File: config.mk
export PLATFORM = sky130hd
export DESIGN_NAME = strtol_flat
export DESIGN_NICKNAME = d
export VERILOG_FILES = /design/src/rtl/strtol_if.sv /design/src/rtl/strtol.sv /design/src/flat_wrapper.sv
export SDC_FILE = /design/constraint.sdc
export NUM_CORES = 1
export LEC_CHECK = 0
export CELL_PAD_IN_SITES_DETAIL_PLACEMENT = 0
export CELL_PAD_IN_SITES_GLOBAL_PLACEMENT = 1
export CORE_UTILIZATION = 47
export DETAILED_ROUTE_END_ITERATION = 8
export PLACE_DENSITY_LB_ADDON = 0.12
export SLEW_MARGIN = 20
export SYNTH_ARGS = -nofsm -noshare
export SYNTH_HDL_FRONTEND = slang
export SYNTH_SLANG_ARGS = --single-unit
File: constraint.sdc
create_clock -name clk -period 9.75 [get_ports clk]
set_clock_uncertainty 0.15 [all_clocks]
set_input_delay 1.4625 -clock clk [delete_from_list [all_inputs] [get_ports clk]]
set_output_delay 1.4625 -clock clk [all_outputs]
set_load 0.005 [all_outputs]
File: src/rtl/strtol_if.sv
// rtl/strtol_if.sv - request, memory-read and result signals of the strtol engine
// master is the conversion engine; slave is the client/memory side.
interface strtol_if #(
  parameter int ASZ = 17,
  parameter int DSZ = 32
);
  logic           start;
  logic [5:0]     base;
  logic [ASZ-1:0] tib;
  logic [ASZ-1:0] ai;
  logic [7:0]     ch;
  logic           bsy;
  logic           done;
  logic           err;
  logic           ovf;
  logic [DSZ-1:0] vo;
  logic [ASZ-1:0] nxt;

  modport master (
    input  start, base, tib, ch,
    output ai, bsy, done, err, ovf, vo, nxt
  );

  modport slave (
    output start, base, tib, ch,
    input  ai, bsy, done, err, ovf, vo, nxt
  );
endinterface

File: src/rtl/strtol.sv
// rtl/strtol.sv - string-to-integer engine walking byte memory, radix 2..36 with saturation
// One character per clock; memory read is synchronous, so ch always holds the byte at ai-1.
module strtol #(
  parameter int ASZ = 17,
  parameter int DSZ = 32
) (
  input  logic      clk,
  input  logic      rst,
  strtol_if.master  bus
);
  localparam int TW = DSZ + 6;

  localparam logic [2:0] S_IDLE = 3'd0;
  localparam logic [2:0] S_PRE  = 3'd1;
  localparam logic [2:0] S_LEAD = 3'd2;
  localparam logic [2:0] S_ACC  = 3'd3;
  localparam logic [2:0] S_FIN  = 3'd4;

  logic [2:0]     state_q, state_d;
  logic [ASZ-1:0] ai_q, ai_d;
  logic [ASZ-1:0] nxt_q, nxt_d;
  logic [ASZ-1:0] cnt_q, cnt_d;
  logic [5:0]     base_q, base_d;
  logic [DSZ-1:0] acc_q, acc_d;
  logic [DSZ-1:0] vo_q, vo_d;
  logic           neg_q, neg_d;
  logic           ovf_q, ovf_d;
  logic           bsy_q, bsy_d;
  logic           done_q, done_d;
  logic           err_q, err_d;

  logic [5:0]     dig;
  logic           dig_ok;
  logic [TW-1:0]  t;
  logic [TW-1:0]  lim;
  logic [DSZ-1:0] acc_nx;
  logic           ovf_nx;

  // Non-digits decode to 63, which is never below a legal base.
  always_comb begin
    dig = 6'h3f;
    if (bus.ch >= 8'h30 && bus.ch <= 8'h39)      dig = 6'(bus.ch - 8'h30);
    else if (bus.ch >= 8'h61 && bus.ch <= 8'h7a) dig = 6'(bus.ch - 8'h57);
    else if (bus.ch >= 8'h41 && bus.ch <= 8'h5a) dig = 6'(bus.ch - 8'h37);
    dig_ok = dig < base_q;
  end

  // Negative results may reach 2^(DSZ-1), which negates to the minimum value.
  always_comb begin
    t   = TW'(acc_q) * TW'(base_q) + TW'(dig);
    lim = (TW'(1) << (DSZ - 1)) - TW'(!neg_q);
    if (t > lim) begin
      acc_nx = lim[DSZ-1:0];
      ovf_nx = 1'b1;
    end else begin
      acc_nx = t[DSZ-1:0];
      ovf_nx = ovf_q;
    end
  end

  always_comb begin
    state_d = state_q;
    ai_d    = ai_q;
    nxt_d   = nxt_q;
    cnt_d   = cnt_q;
    base_d  = base_q;
    acc_d   = acc_q;
    vo_d    = vo_q;
    neg_d   = neg_q;
    ovf_d   = ovf_q;
    bsy_d   = bsy_q;
    done_d  = 1'b0;
    err_d   = err_q;
    case (state_q)
      S_IDLE: begin
        if (bus.start) begin
          base_d  = bus.base;
          ai_d    = bus.tib;
          acc_d   = '0;
          neg_d   = 1'b0;
          ovf_d   = 1'b0;
          cnt_d   = '0;
          err_d   = 1'b0;
          bsy_d   = 1'b1;
          state_d = (bus.base >= 6'd2 && bus.base <= 6'd36) ? S_PRE : S_FIN;
        end
      end
      S_PRE: begin
        ai_d    = ai_q + ASZ'(1);
        state_d = S_LEAD;
      end
      S_LEAD: begin
        if (bus.ch == 8'h20) begin
          ai_d = ai_q + ASZ'(1);
        end else if (bus.ch == 8'h2d) begin
          neg_d   = 1'b1;
          ai_d    = ai_q + ASZ'(1);
          state_d = S_ACC;
        end else if (bus.ch == 8'h2b) begin
          ai_d    = ai_q + ASZ'(1);
          state_d = S_ACC;
        end else if (dig_ok) begin
          acc_d   = acc_nx;
          ovf_d   = ovf_nx;
          cnt_d   = cnt_q + ASZ'(1);
          ai_d    = ai_q + ASZ'(1);
          state_d = S_ACC;
        end else begin
          state_d = S_FIN;
        end
      end
      S_ACC: begin
        if (dig_ok) begin
          acc_d = acc_nx;
          ovf_d = ovf_nx;
          cnt_d = cnt_q + ASZ'(1);
          ai_d  = ai_q + ASZ'(1);
        end else begin
          state_d = S_FIN;
        end
      end
      S_FIN: begin
        vo_d    = neg_q ? -acc_q : acc_q;
        nxt_d   = ai_q - ASZ'(1);
        err_d   = (cnt_q == '0);
        done_d  = 1'b1;
        bsy_d   = 1'b0;
        state_d = S_IDLE;
      end
      default: state_d = S_IDLE;
    endcase
  end

  always_ff @(posedge clk or posedge rst) begin
    if (rst) begin
      state_q <= S_IDLE;
      ai_q    <= '0;
      nxt_q   <= '0;
      cnt_q   <= '0;
      base_q  <= '0;
      acc_q   <= '0;
      vo_q    <= '0;
      neg_q   <= 1'b0;
      ovf_q   <= 1'b0;
      bsy_q   <= 1'b0;
      done_q  <= 1'b0;
      err_q   <= 1'b0;
    end else begin
      state_q <= state_d;
      ai_q    <= ai_d;
      nxt_q   <= nxt_d;
      cnt_q   <= cnt_d;
      base_q  <= base_d;
      acc_q   <= acc_d;
      vo_q    <= vo_d;
      neg_q   <= neg_d;
      ovf_q   <= ovf_d;
      bsy_q   <= bsy_d;
      done_q  <= done_d;
      err_q   <= err_d;
    end
  end

  assign bus.ai   = ai_q;
  assign bus.bsy  = bsy_q;
  assign bus.done = done_q;
  assign bus.err  = err_q;
  assign bus.ovf  = ovf_q;
  assign bus.vo   = vo_q;
  assign bus.nxt  = nxt_q;
endmodule

File: src/flat_wrapper.sv
// flat-port wrapper written by rule: the top's interface ports become plain ports
module strtol_flat 
#(
  parameter int ASZ = 17,
  parameter int DSZ = 32
)
  (clk, rst, bus_start, bus_base, bus_tib, bus_ch, bus_ai, bus_bsy, bus_done, bus_err, bus_ovf, bus_vo, bus_nxt);
  strtol_if #(.ASZ(ASZ), .DSZ(DSZ)) bus_i ();
  input  logic clk;
  input  logic rst;
  input wire logic [$bits(bus_i.start)-1:0] bus_start;
  input wire logic [$bits(bus_i.base)-1:0] bus_base;
  input wire logic [$bits(bus_i.tib)-1:0] bus_tib;
  input wire logic [$bits(bus_i.ch)-1:0] bus_ch;
  output wire logic [$bits(bus_i.ai)-1:0] bus_ai;
  output wire logic [$bits(bus_i.bsy)-1:0] bus_bsy;
  output wire logic [$bits(bus_i.done)-1:0] bus_done;
  output wire logic [$bits(bus_i.err)-1:0] bus_err;
  output wire logic [$bits(bus_i.ovf)-1:0] bus_ovf;
  output wire logic [$bits(bus_i.vo)-1:0] bus_vo;
  output wire logic [$bits(bus_i.nxt)-1:0] bus_nxt;
  assign bus_i.start = bus_start;
  assign bus_i.base = bus_base;
  assign bus_i.tib = bus_tib;
  assign bus_i.ch = bus_ch;
  assign bus_ai = bus_i.ai;
  assign bus_bsy = bus_i.bsy;
  assign bus_done = bus_i.done;
  assign bus_err = bus_i.err;
  assign bus_ovf = bus_i.ovf;
  assign bus_vo = bus_i.vo;
  assign bus_nxt = bus_i.nxt;
  strtol #(.ASZ(ASZ), .DSZ(DSZ)) u_core (.clk(clk), .rst(rst), .bus(bus_i));
endmodule
==> results.txt, run 1 <==
Max clock buf depth = 2
# DRC = 0
Port-buffer cells = 103
Largest area contributor in the netlist = dfrtp_1
Fin crit period = 9138 ps
Synth warn = 0
Hold violation count in the final report = 0
CP top delay family = compound AO/OA/AOI/OAI gates
Std cell rows = 63
Vias in the first global route = 12310
Die area = 31520 um2
Post-DP Area = 15730 um2
Number of flops mapped to enable cells by yosys = 0
Clock slew at reported path FFs = 60 ps
Slowest cell on the critical path = clkdlybuf4s50_1
Routability Congestion = 0.9438
Initial antenna violation count = 0
Synthesis-to-layout area growth = 12.86%
Flop pwr share = 24.9%
Crit start category = input pin
Post-layout util = 54.57%
Worst Path Required = 9900 ps
Setup violators final = 0
Pwr Total = 0.004238 W
Chip width = 177.5 um
Average size of a mapped cell = 8.630 um2
Crit Path Max Fanout = 31
Largest net degree at the start of global routing = 84
Pre-antenna DRT Iters = 5
DP HPWL = 30.66 mm
Share of cells above drive strength 1 = 3.759%
Lkg Pwr = 7.877 nW
Routed WL = 40.34 mm
Post-synth ARST share = 100.0%
Setup TNS = 0 ps
Total gr overflow = 0
PwrDens = 259.3 nW/um2
DRT antenna net count = 0
Mapped cell area = 14480 um2
Post-synth cell types = 69
Seq/Total Area, Yosys = 22.29%
Final period util = 93.72%
P_sw = 0.002097 W
Outcome = completed
Syn Inst Count = 1678
Core Box Area = 29950 um2
Synth top area share = 22.29%
# IOs = 104
Crit path DAT = 9290 ps
Worst skew pair latency = 420 ps
Sw Ratio = 49.47%
Via Count = 12240
WP buf/inv = 2
Combinational share of power = 59.5%
Slowest stage delay, CP = 600 ps
Slew Viols, Final = 0
Slew at the pin closest to its max-slew limit = 954.3 ps
CP endpoint kind = flop
Drt initial violations = 844
Internal power = 0.002141 W
# clock sinks = 129
Clock power share = 15.6%
Post-route cell area = 16340 um2
Hold-fix buffers, CTS = 0
CTS root buffer = clkbuf_16
Antenna fix cells = 0
Die Span Y = 177.5 um
# fillers = 2822
Gr usage total = 27.09%
RSZ-0062 raised after global routing = false
TritonCTS buffer count = 17
Worst min-delay path class = reg -> reg
Max_cap viols = 0
Relative slew slack = 36.38%
Syn_nets = 1968
First-pass GRT wire length = 66.43 mm
Seq cells post-synth = 129
Routed len/inst = 19.04 um
Starting Density = 48.35%
Final #Nets = 2006
WS Path Type = in -> reg
H-tree levels = 4
Vias per Instance = 5.778
TritonCTS clock tree = built
Post-synth top flop = dfrtp_1
Max IR drop VDD = 0.0001366 V
Fmax = 109.4 MHz
Area contributors post-synth = dfrtp_1 22%, fa_1 17%, ha_1 11%, nand2_1 5.8%, and2_1 4.4%
worst paths after layout:
path / startpoint / end / slack (ps) / cells past startpoint
max: bus_ch[0] / u_core.acc_q[7] / 610 / 30
min: u_core.bus.vo[11] / u_core.bus.vo[11] / 330 / 2
max reg2reg: u_core.base_q[0] / u_core.acc_q[7] / 1340 / 28
min reg2reg: u_core.bus.vo[11] / u_core.bus.vo[11] / 330 / 2
max in group asynchronous: rst / u_core.neg_q / 7000 / 3
min in group asynchronous: rst / u_core.bus.vo[21] / 1310 / 2
power groups by stage:
stage / clock [W] / combinational, W / sequential (W)
after global routing: 0.000695 / 0.00286 / 0.00109
final: 0.000663 / 0.00252 / 0.00105
after CTS: 0.000673 / 0.00253 / 0.00105
after detailed placement: 0 / 0.00252 / 0.00106
after global placement: 0 / 0.00249 / 0.00106
after floorplan: 0 / 0.00182 / 0.000833
per-stage QoR:
stage	hold WS (ps)	setup slack, ps	cells
floorplan	312.8	1851	1678
global placement	310.3	569.4	2087
detailed placement	319.1	261.9	2087
CTS	333.4	654.5	2119
global route	356.9	100.9	2119
finish	326.6	612.0	2119
cells in the mapped netlist, types with 4 or more instances:
cell type,number
nand2_1,224
inv_1,142
ha_1,132
dfrtp_1,129
fa_1,124
o21ai_0,123
and2_1,102
nor2_1,98
clkbuf_1,88
a21oi_1,76
xor2_1,52
xnor2_1,43
a221o_1,34
nand3_1,26
nor3_1,26
a21o_1,25
nand4_1,20
or3_1,15
and3_1,14
nor4_1,14
a31oi_1,12
o31ai_1,11
a211oi_1,9
o211ai_1,9
o21bai_1,8
nor2b_1,7
o22ai_1,7
buf_2,6
nand2b_1,6
o21a_1,6
or4_1,6
a21boi_0,5
a221oi_1,5
mux2i_1,5
nand3b_1,5
o41ai_1,5
a211o_1,4
a22oi_1,4
worst reg2reg max path: cells and delay by family (launching register included):
family                   cells  cell delay, ps
AO/OA/AOI/OAI               15            3840
XOR/XNOR                     1             200
adder cells (fa/ha/maj)      6            2680
buffers and inverters        4             220
flip-flops                   1             740
AND/OR/NAND/NOR              2             460
cells in the final DEF (no fill, tap or decap), drive strengths merged, types with 14 or more instances in the layout:
cell,netlist,layout
nand2,224,224
inv,142,147
ha,132,132
dfrtp,129,129
fa,124,124
o21ai,123,123
clkdlybuf4s50,0,103
and2,102,102
nor2,98,98
a21oi,76,76
xor2,52,52
xnor2,43,43
a221o,34,34
nor3,27,27
nand3,26,26
a21o,25,25
nand4,20,20
clkbuf,88,19
or3,15,15
and3,14,14
nor4,14,14
buf,10,14
sequential cells by signal, summed over array words and instances, names as in the netlist:
| name | cells |
|---|---|
| u_core.acc_q | 32 |
| u_core.base_q | 6 |
| u_core.bus.ai | 17 |
| u_core.bus.bsy | 1 |
| u_core.bus.done | 1 |
| u_core.bus.err | 1 |
| u_core.bus.nxt | 17 |
| u_core.bus.ovf | 1 |
| u_core.bus.vo | 32 |
| u_core.cnt_q | 17 |
| u_core.neg_q | 1 |
| u_core.state_q | 3 |
routing by layer:
layer  share of wire (%)  vias up  routed length [um]  global-route usage [%]
met5                   0        -                   0                       0
met4                 2.0        0                 818                   7.657
met3                 5.1       50                2069                   4.520
met2                  46      326               18370                   43.62
met1                  47     6032               19080                   37.41
li1                    -     5835                   -                       -
final cells by class:
| class | count | area (um2) | area share [%] |
|---|---|---|---|
| tap | 390 | 488.0 | 2.986 |
| timing repair buffer | 117 | 1140 | 6.974 |
| sequential | 129 | 3229 | 19.76 |
| inverter | 142 | 538.0 | 3.292 |
| clock inverter | 13 | 150.1 | 0.9186 |
| multi-input combinational | 1309 | 10350 | 63.30 |
| clock buffer | 19 | 452.9 | 2.771 |
kinds of logic (layout without fill, tap and decap cells):
group           count (synthesis)  in the layout  synth area share, %
fa+ha+maj                     256            256                28.55
simple gates                  573            573                18.99
buf+inv                       240            291                6.428
xor+xnor                       95             95                5.746
compound gates                380            380                17.65
flops                         129            129                22.29
mux                             5              5               0.3456
repair_timing:
item	CTS	global route
buffers inserted	0	0
resized for setup	0	2
setup endpoints to repair	0	31
Power figures use the tool's default switching activity.
==> inputs of run 2 (changes only) <==
--- a/config.mk
+++ b/config.mk
@@ -7,7 +7,7 @@
 export LEC_CHECK = 0
 export CELL_PAD_IN_SITES_DETAIL_PLACEMENT = 0
 export CELL_PAD_IN_SITES_GLOBAL_PLACEMENT = 1
-export CORE_UTILIZATION = 47
+export CORE_UTILIZATION = 50
 export DETAILED_ROUTE_END_ITERATION = 8
 export PLACE_DENSITY_LB_ADDON = 0.12
 export SLEW_MARGIN = 20
==> constraint.sdc (replaced) <==
create_clock -name clk -period 11.85 [get_ports clk]
set_clock_uncertainty 0.15 [all_clocks]
set_input_delay 1.7775 -clock clk [delete_from_list [all_inputs] [get_ports clk]]
set_output_delay 1.7775 -clock clk [all_outputs]
set_load 0.005 [all_outputs]
==> results.txt, run 2 (synthesis gave the netlist of run 1 again) <==
Fin crit period = 9865 ps
Fin cells = 2105 (-0.66%)
Worst skew pair latency = 430 ps (about the same)
Hold Worst Slack = 327.6 ps (+1.041 ps)
Synthesis-to-layout area growth = 12.82% (about the same)
Routed len/inst = 18.77 um (-1.4%)
DRT antenna net count = 0 (unchanged)
H-tree levels = 4 (unchanged)
Max IR drop VDD = 0.0001032 V (-24%)
Fmax = 101.4 MHz
Reg2Reg Setup Slack = 2800 ps (+1460 ps)
Slowest stage delay, CP = 680 ps (+80 ps)
Commonest non-fill, non-tap cells in the layout = 223 x nand2_1, 141 x inv_1, 132 x ha_1, 128 x dfrtp_1, 124 x fa_1
Slowest cell on the critical path = nor3_4
Slew Viols, Final = 0 (unchanged)
Vias per Instance = 5.792 (+0.25%)
Postcts setup bufs = 0 (unchanged)
WS Path Type = in -> reg
Final period util = 83.25%
Starting Density = 51.42% (+3.1 points)
Die Span Y = 172.2 um (-3.0%)
Std cell rows = 61 (-3.2%)
Max clock buf depth = 2 (unchanged)
Port-buffer cells = 103 (unchanged)
RSZ-0062 raised after global routing = false
Crit start category = input pin
Setup TNS = 0 ps (unchanged)
Final #Nets = 2005 (-0.050%)
Chip width = 172.2 um (-3.0%)
Max_cap viols = 0 (unchanged)
Pre-antenna DRT Iters = 5 (unchanged)
Worst min-delay path class = reg -> reg
Setup violators final = 0 (unchanged)
Crit path DAT = 10090 ps (+800 ps)
Resized Gates After CTS = 0 (unchanged)
Antenna fix cells = 0 (unchanged)
Vias in the first global route = 12240 (-0.63%)
Clock slew at reported path FFs = 60 ps (about the same)
Routed WL = 39.50 mm (-2.1%)
Gr usage total = 28.15% (+1.1 points)
Via Count = 12190 (-0.41%)
Hold violation count in the final report = 0 (unchanged)
Drt initial violations = 745 (-12%)
CP top delay family = compound AO/OA/AOI/OAI gates
Initial antenna violation count = 0 (unchanged)
Commonest non-fill, non-tap cell in the layout = nand2_1
Crit Path Max Fanout = 17 (-45%)
First-pass GRT wire length = 64.73 mm (-2.6%)
# fillers = 2565 (-9.1%)
Die area = 29650 um2 (-5.9%)
Relative slew slack = 41.79% (+5.4 points)
TritonCTS clock tree = built
Lkg Pwr = 7.888 nW (+0.14%)
Hold-fix buffers, CTS = 0 (unchanged)
Total gr overflow = 0 (unchanged)
CTS root buffer = clkbuf_16
Cell total after placement = 2074 (-0.62%)
Core Box Area = 28160 um2 (-6.0%)
PwrDens = 214.0 nW/um2 (-17%)
TritonCTS buffer count = 17 (unchanged)
Worst Path Required = 12070 ps (+2170 ps)
Largest net degree at the start of global routing = 84 (unchanged)
Share of cells above drive strength 1 = 3.532% (-0.23 points)
Slew at the pin closest to its max-slew limit = 873.1 ps (-81.12 ps)
Outcome = completed
# IOs = 104 (unchanged)
CP endpoint kind = flop
DP HPWL = 29.82 mm (-2.7%)
Routability Congestion = 0.9508 (+0.74%)
# DRC = 0 (unchanged)
WP buf/inv = 3 (+1)
# clock sinks = 129 (unchanged)
[run 2: per-stage QoR]
step / util, % / cell area, um2 / setup slack, ps / power (W)
2_1_floorplan: - / 14480 / 3636 / 0.002183
5_1_grt: 58.01 / 16340 / 1247 / 0.003806
4_1_cts: 58.01 / 16340 / 2109 / 0.003501
6_report: 58.01 / 16340 / 1985 / 0.003497
3_5_place_dp: 55.80 / 15720 / 1742 / 0.002923
3_3_place_gp: 55.75 / 15700 / 1659 / 0.002882
[run 2: layout make-up]
cell class,instances,area (um2),area share (%)
multi-input combinational,1309,10340,63.28
sequential,129,3229,19.77
inverter,142,538.0,3.293
clock buffer,19,442.9,2.711
timing repair buffer,116,1136,6.954
tap,378,473.0,2.895
clock inverter,12,180.2,1.103
[run 2: tightest hold or removal path, stage by stage, from the launching register on]
cell	delay, ps
dfrtp_1	330
nand2_1	50
o21ai_0	60
[run 2: routing by layer]
metal / part of all wire [%] / up-vias / GRT usage, %
met5: 0 / - / 0
met4: 1.5 / 0 / 6.503
met3: 5.1 / 47 / 4.372
met2: 45 / 349 / 45.88
met1: 48 / 5969 / 39.21
li1: - / 5828 / -
[run 2: path summary, 6_finish.rpt]
check	startpoint	endpoint	cells after the start
worst min register to register	u_core.bus.vo[8]	u_core.bus.vo[8]	2
min in group asynchronous	rst	u_core.bus.vo[4]	2
max in group asynchronous	rst	u_core.neg_q	3
worst min-delay path	u_core.bus.vo[8]	u_core.bus.vo[8]	2
worst max-delay path	bus_ch[0]	u_core.acc_q[8]	30
worst max register to register	u_core.base_q[4]	u_core.acc_q[8]	28
[run 2: report_power, final]
part           switching [W]  total [W]  internal, W
combinational        0.00122    0.00208     0.000854
clock               0.000210   0.000568     0.000357
sequential          0.000269   0.000853     0.000584
total                0.00170    0.00350      0.00180
